`config.mk`:
```
export PLATFORM = sky130hd
export DESIGN_NAME = spi_bus_arbiter
export DESIGN_NICKNAME = d
export VERILOG_FILES = /design/src/rtl/spi_bus_arbiter.sv
export SDC_FILE = /design/constraint.sdc
export NUM_CORES = 1
export LEC_CHECK = 0
export CAP_MARGIN = 15
export CELL_PAD_IN_SITES_DETAIL_PLACEMENT = 0
export CELL_PAD_IN_SITES_GLOBAL_PLACEMENT = 1
export CORE_UTILIZATION = 23
export CTS_BUF_LIST = sky130_fd_sc_hd__clkbuf_8 sky130_fd_sc_hd__clkbuf_16
export DETAILED_ROUTE_END_ITERATION = 10
export HOLD_SLACK_MARGIN = 0.02
export MAX_ROUTING_LAYER = met4
export PLACE_DENSITY = 0.8
export SLEW_MARGIN = 20
export SYNTH_ARGS = -nofsm -noshare
export SYNTH_HDL_FRONTEND = slang
export SYNTH_SLANG_ARGS = --single-unit
export TNS_END_PERCENT = 5
```
`constraint.sdc`:
```
create_clock -name clk -period 4.4 [get_ports clk]
set_clock_uncertainty 0.15 [all_clocks]
set_input_delay 0.44 -clock clk [delete_from_list [all_inputs] [get_ports clk]]
set_output_delay 0.44 -clock clk [all_outputs]
set_load 0.01 [all_outputs]
```
`src/rtl/spi_bus_arbiter.sv`:
```
// spi_bus_arbiter: lets several byte-level SPI clients share one generic_spi_master
// and its chip select. Ownership lasts a whole chip-select transaction and is granted
// round-robin. spi_cs_n gets a one-cycle setup before the first byte and a minimum
// deselect gap after release.
// Ports:
//   clk, reset       system clock (sysclk), synchronous active-high reset
//   m_sel/m_req/m_d  per-client transaction request, byte request, transmit byte
//   m_ack            one-cycle byte-done pulse to the owner
//   m_q              received byte, broadcast to all clients
//   m_gnt            one-hot ownership indication (registered)
//   s_req/s_d        byte request and transmit byte to the SPI master
//   s_ack/s_q        byte-done pulse and received byte from the SPI master
//   spi_cs_n         device chip select, active low (registered)
module spi_bus_arbiter #(
  parameter int unsigned masters = 2,
  parameter int unsigned dbits   = 8,
  parameter int unsigned cs_gap  = 4
) (
  input  logic                     clk,
  input  logic                     reset,
  input  logic [masters-1:0]       m_sel,
  input  logic [masters-1:0]       m_req,
  output logic [masters-1:0]       m_ack,
  input  logic [masters*dbits-1:0] m_d,
  output logic [dbits-1:0]         m_q,
  output logic [masters-1:0]       m_gnt,
  output logic                     s_req,
  input  logic                     s_ack,
  output logic [dbits-1:0]         s_d,
  input  logic [dbits-1:0]         s_q,
  output logic                     spi_cs_n
);

  localparam int unsigned ow      = (masters > 1) ? $clog2(masters) : 1;
  localparam int unsigned sw      = ow + 1;
  localparam int unsigned gap_len = (cs_gap == 0) ? 1 : cs_gap;
  localparam int unsigned gw      = $clog2(gap_len + 1);

  typedef enum logic [1:0] {
    ST_IDLE,
    ST_SETUP,
    ST_ACTIVE,
    ST_GAP
  } state_t;

  state_t           state, state_nx;
  logic [ow-1:0]    owner, owner_nx;
  logic [ow-1:0]    last, last_nx;
  logic [gw-1:0]    gap_cnt, gap_nx;
  logic             cs_n_nx;
  logic [masters-1:0] gnt_nx;

  logic [ow-1:0]    pick;
  logic             pick_vld;
  logic [sw-1:0]    cand;

  // Per-client transmit byte view
  logic [dbits-1:0] d_arr [masters];
  for (genvar i = 0; i < masters; i++) begin : g_slice
    assign d_arr[i] = m_d[i*dbits +: dbits];
  end

  // Round-robin pick: first m_sel bit searching from last+1 upward, wrapping
  always_comb begin
    pick     = '0;
    pick_vld = 1'b0;
    cand     = '0;
    for (int unsigned i = 1; i <= masters; i++) begin
      cand = {1'b0, last} + sw'(i);
      if (cand >= sw'(masters)) cand = cand - sw'(masters);
      if (!pick_vld && m_sel[cand[ow-1:0]]) begin
        pick_vld = 1'b1;
        pick     = cand[ow-1:0];
      end
    end
  end

  // State register and registered outputs
  always_ff @(posedge clk) begin
    if (reset) begin
      state    <= ST_IDLE;
      owner    <= '0;
      last     <= ow'(masters - 1);
      gap_cnt  <= '0;
      spi_cs_n <= 1'b1;
      m_gnt    <= '0;
    end else begin
      state    <= state_nx;
      owner    <= owner_nx;
      last     <= last_nx;
      gap_cnt  <= gap_nx;
      spi_cs_n <= cs_n_nx;
      m_gnt    <= gnt_nx;
    end
  end

  // Next state; the owner keeps the bus until both its sel and req are low,
  // so a byte in flight when sel drops still completes under chip select
  always_comb begin
    state_nx = state;
    owner_nx = owner;
    last_nx  = last;
    gap_nx   = gap_cnt;
    case (state)
      ST_IDLE: begin
        if (pick_vld) begin
          owner_nx = pick;
          last_nx  = pick;
          state_nx = ST_SETUP;
        end
      end
      ST_SETUP: state_nx = ST_ACTIVE;
      ST_ACTIVE: begin
        if (!m_sel[owner] && !m_req[owner]) begin
          state_nx = ST_GAP;
          gap_nx   = gw'(gap_len);
        end
      end
      ST_GAP: begin
        if (gap_cnt <= gw'(1)) begin
          state_nx = ST_IDLE;
          gap_nx   = '0;
        end else begin
          gap_nx = gap_cnt - gw'(1);
        end
      end
      default: state_nx = ST_IDLE;
    endcase
  end

  // Chip select and grant are decoded from the next state so they register in step with it
  always_comb begin
    cs_n_nx = 1'b1;
    gnt_nx  = '0;
    if (state_nx == ST_SETUP || state_nx == ST_ACTIVE) begin
      cs_n_nx          = 1'b0;
      gnt_nx[owner_nx] = 1'b1;
    end
  end

  // Zero-latency byte path between the owner and the SPI master
  always_comb begin
    s_req = 1'b0;
    s_d   = d_arr[owner];
    m_ack = '0;
    if (state == ST_ACTIVE) begin
      s_req        = m_req[owner];
      m_ack[owner] = s_ack;
    end
  end

  assign m_q = s_q;

endmodule

```
# Word-level counts from Yosys, hierarchy flattened
# Index checks and enable logic that the tools add are counted.
[op_classes] addsub=5 n_lt_le_gt_ge=10 n_eq_ne=6 n_mux=33 n_bitwise=3 reduce_logical=13
[op_table] cell="8-bit two-way mux" count=3
[op_table] cell="1-bit two-way mux" count=20
[op_table] cell="1-bit by 2-bit less-than comparator with 1-bit output (second input constant)" count=4
[op_table] cell="2-bit two-way mux" count=4
[op_table] cell="2-bit one-hot mux with 4 select lines" count=1
[op_table] cell="2-bit == test (second input constant)" count=3
[op_table] cell="2-bit >= comparator (second input constant)" count=3
[op_table] cell="3-bit two-way mux" count=2
[op_table] cell="3-bit one-hot mux with 2 select lines" count=1
[op_table] cell="2-bit by 1-bit == test with 1-bit output (second input constant)" count=2
[op_table] cell="1-bit logical AND" count=4
[op_table] cell="2-bit AND reduction" count=2
[op_table] cell="3-bit by 1-bit <= comparator with 1-bit output (second input constant)" count=1
[op_table] cell="1-bit zero test" count=3
[op_table] cell="3-bit by 1-bit subtractor with 3-bit output (second input constant)" count=1
[op_table] cell="1-bit by 1-bit adder with 2-bit output (second input constant)" count=1
[op_table] cell="1-bit by 2-bit adder with 2-bit output (second input constant)" count=1
[op_table] cell="2-bit bitwise AND" count=1
[op_table] cell="1-bit demux with 1-bit select" count=2
[op_table] cell="1-bit >= comparator (second input constant)" count=2
[op_table] cell="2-bit zero test" count=1
[op_table] cell="2-bit inequality test (second input constant)" count=1
[op_table] cell="1-bit NOT with 2-bit output" count=1
[op_table] cell="2-bit nonzero test" count=1
[op_table] cell="other kinds (4)" count=5
[word_totals] regBits=10 in_bits=31 output_inout_bits=22 elab_cells=76

# Logic depth before layout (Yosys ltp)
[depth] depth_word=15 mapped_depth=5 ltp_nobuf=5

# Worst setup path after synthesis
# OpenSTA, ideal clock, no wires.
[synth_timing] path_kind="flip-flop to flip-flop" startpoint="register gap_cnt[1]" endpoint="register gap_cnt[2]" setup_ns=0.074 t_arrival_ns=1.362 required_time_ns=4.176 slack_ns=2.814 path_stages_with_launch=6 n_path_buf=0 synth_period_minus_slack_ns=1.586 path_cell_list="dfxtp_1 inv_1 ha_1 o21ba_2 or3b_2 a31oi_1"
[synth_via] elab_chain_len=3 elab_cells_between_ends=4 cone_classes="add/sub: 1; order compare: 1; mux: 2"
[synth_rtl] element="start: declaration" line_no="49" source="logic [gw-1:0] gap_cnt, gap_nx;"
[synth_rtl] element="start signal: assignment" line_no="91" source="gap_cnt <= gap_nx;"
[synth_rtl] element="3-bit by 1-bit subtractor with 3-bit output / 3-bit by 1-bit <= comparator with 1-bit output (equally long branches)" line_no="124, 120"
[synth_rtl] element="3-bit two-way mux *" line_no="120" source="if (gap_cnt <= gw'(1)) begin"
[synth_rtl] element="3-bit one-hot mux with 2 select lines *" line_no="104" source="case (state)"
# Mark *: on every way between the ends. The rest lies on a longest branch, timed or not.
# A chain may end at the register's enable or synchronous reset.

# Worst setup path after layout
[layout_timing] startpoint="register owner" endpoint="output s_d[1]"
[layout_via] elab_chain_len=4
[layout_rtl] element="start: declaration" line_no="47" source="logic [ow-1:0] owner, owner_nx;"
[layout_rtl] element="start signal: assignment" line_no="89" source="owner <= owner_nx;"
[layout_rtl] element="1-bit NOT with 2-bit output (implied by the code)" line_no="144" source="s_d = d_arr[owner];"
[layout_rtl] element="8-bit two-way mux (implied by the code) (3 in a row)" line_no="144"
[layout_rtl] element="end: declaration" line_no="29" source="output logic [dbits-1:0] s_d,"
# No other way between the ends. The select of a mux whose other input is x is not followed.

==> flow_summary.yaml <==
place:
  place.gp.congestion: 0.800
  hpwl_mm: 1.37
  port_buffers: 36
  dp.cells: 132
synthesis:
  yosysSeqAreaShare: 0.295
  synth.distinct_cells: 31
  synth_edf_count: 0
  yosysWarnings: 0
  async_flop_share: 0
  syn_inst: 77
  netlist_area_um2: 679
  synthesis.nets: 110
  synth_seq_cells: 10
  synth_ff_type: "dfxtp_1"
  syn_area_per_cell_um2: 8.82
timing:
  rsz0062_at_grt: "false"
  setup_violations: 0
  whs_ps: 336
  clock.fmax_mhz: 422
  fin_crit_ps: 2370
  tns_ps: 0
  finalMaxSlewViolations: 0
  worstMarginPinSlew_ps: 553
  final_hold_viol_count: 0
  max_slew_margin: 0.631
  fin_crit_sh: 0.539
layout:
  drive_gt1_frac: 0.135
  postLayoutCoreUtil: 0.374
  final_cells: 135
  multi_input_area_um2: 389
  n_fill_cell: 278
  regArea_um2: 200
  insertedDiodeCount: 0
  syn_to_final_growth_pct: 53.2
  nets: 139
pwr:
  p_int_uw: 214
  seqPwrFrac: 0.392
  comb_power_share: 0.293
  power.total_uw: 283
  leakagePower_uw: 0.000361
  switching_share: 0.245
  p_sw_uw: 69.4
  power.density_mw_per_mm2: 272
  ir_worst_vdd_mv: 0.150
  clkPwrFrac: 0.315
grt:
  grt_overflow_total: 0
  grt_pass1_vias: 676
  grt_use_total: 0.117
  antenna_found_initial: 0
  grt_max_degree: 17
  grt_pass1_wl_mm: 2.82
setup_path:
  slowest_stage: "dfxtp_1"
  required_ps: 3810
  worst-setup-path-type: "flop to output pin"
  worstSetupStartpoint: "owner"
  critPathMaxFanout: 16
  reg2reg_from: "owner"
  path_buf_inv: 1
  crit_path_start_kind: "flop"
  crit_path_end_kind: "output pin"
  path_delay_family: "flip-flops"
  cpPeakStageDelay_ps: 660
  path_cells: "mux2_2 -> clkdlybuf4s50_1"
  cp.arrival_ps: 1780
cts:
  holdBufCountCts: 0
  cts_setup_buffers: 0
  clk_pin_slew_ps: 50
  clock_path_buffers: 2
  cts_resized: 0
  cts_inserted_buffers: 3
  numClockSinks: 10
  cts_max_level: 1
  clock_tree.root_cell: "clkbuf_8"
  cts_tree: "built"
  worstSkewPairLatency_ps: 230
floorplan:
  row_count: 19
  initial_utilization: 0.244
  fp.coreArea_mm2: 0.00278
  die_w_um: 56.4
  io_pins: 53
  dieArea_mm2: 0.00318
  die-height_um: 56.4
route:
  wire_per_inst_um: 12.5
  drt_iter0_markers: 4
  drt_wl_total_mm: 1.68
  drtPass1Iterations: 5
  via_per_inst: 4.90
  vias: 662
  drcViolationCount: 0
  ant_nets: 0
status:
  run_status: "finished, final reports clean"
hold_path:
  hold_class: "flop to flop"
  min-delay-start: "gap_cnt[1]"
job:
  cap_violations: 0
## cells in the final DEF, fill, tap and decap left out, drive strengths merged, types with 2 or more instances in the layout
master / instances
o211ai: 2
a21oi: 2
nand4: 2
nor3: 2
or3: 2
nor2: 5
inv: 3
clkdlybuf4s50: 36
clkbuf: 3
ha: 2
mux2: 8
o21ai: 2
a31oi: 2
or3b: 3
dfxtp: 10
a32oi: 2
nand2: 4
nor2b: 3
## cells in the mapped netlist (3+ instances only)
master   count  area share
buf_4        8       0.088
inv_1        3       0.017
dfxtp_1     10        0.29
nand2_1      4       0.022
mux2_2       8        0.13
buf_2        3       0.022
nor2_1       5       0.028
nor2b_1      3       0.028
## power groups by stage
| stage | combinational (µW) | sequential [µW] | clock [µW] |
|---|---|---|---|
| CTS | 84.4 | 111 | 90.6 |
| floorplan | 48.6 | 107 | 0 |
| finish | 83.1 | 111 | 89.2 |
| global placement | 82.7 | 113 | 0 |
| detailed placement | 83.7 | 113 | 0 |
| global route | 89.8 | 113 | 95.4 |
## through the flow
step	instance area [µm²]	setup slack [ps]
finish	1040	2030
global route	1040	1900
CTS	1040	1970
detailed placement	1000	2130
global placement	1000	2120
floorplan	679	2810
## area by class of cell
cell class / instances / area share
Timing Repair Buffer: 36 / 0.346
Multi-Input combinational cell: 52 / 0.374
Inverter: 3 / 0.0108
Sequential cell: 10 / 0.192
Clock buffer: 3 / 0.0397
Tap cell: 31 / 0.0373
## worst reg2reg max path: cells and delay by family, from the launching register on
kind | cells | cell delay (ps)
flip-flops | 1 | 660
AO/OA/AOI/OAI | 1 | 290
AND/OR/NAND/NOR | 2 | 500
## routing by layer
| metal | track usage | routed length, µm |
|---|---|---|
| met2 | 0.233 | 926 |
| met1 | 0.100 | 589 |
| met3 | 0.0230 | 143 |
| met4 | 0.0627 | 22 |
| met5 | - | 0 |
## sequential cells by signal, summed over array words and instances, names as in the netlist
register  count
gap_cnt       3
m_gnt         2
state         2
last          1
owner         1
spi_cs_n      1
## final timing paths
path / end / slack, ps / cells past startpoint
worst max-delay path: s_d[1] / 2030 / 2
worst min-delay path: gap_cnt[1] / 340 / 2
worst max register to register: m_gnt[0] / 2670 / 3
worst min register to register: gap_cnt[1] / 340 / 2
## cell families (layout without fill, tap and decap cells)
logic type | after synthesis | after routing | synth area share
AO/OA/AOI/OAI | 13 | 13 | 0.134
adder cells (fa/ha/maj) | 2 | 2 | 0.0368
buffers and inverters | 15 | 42 | 0.133
flip-flops | 10 | 10 | 0.295
multiplexers | 9 | 9 | 0.147
AND/OR/NAND/NOR | 28 | 28 | 0.254
(Power assumes the default switching activity.)
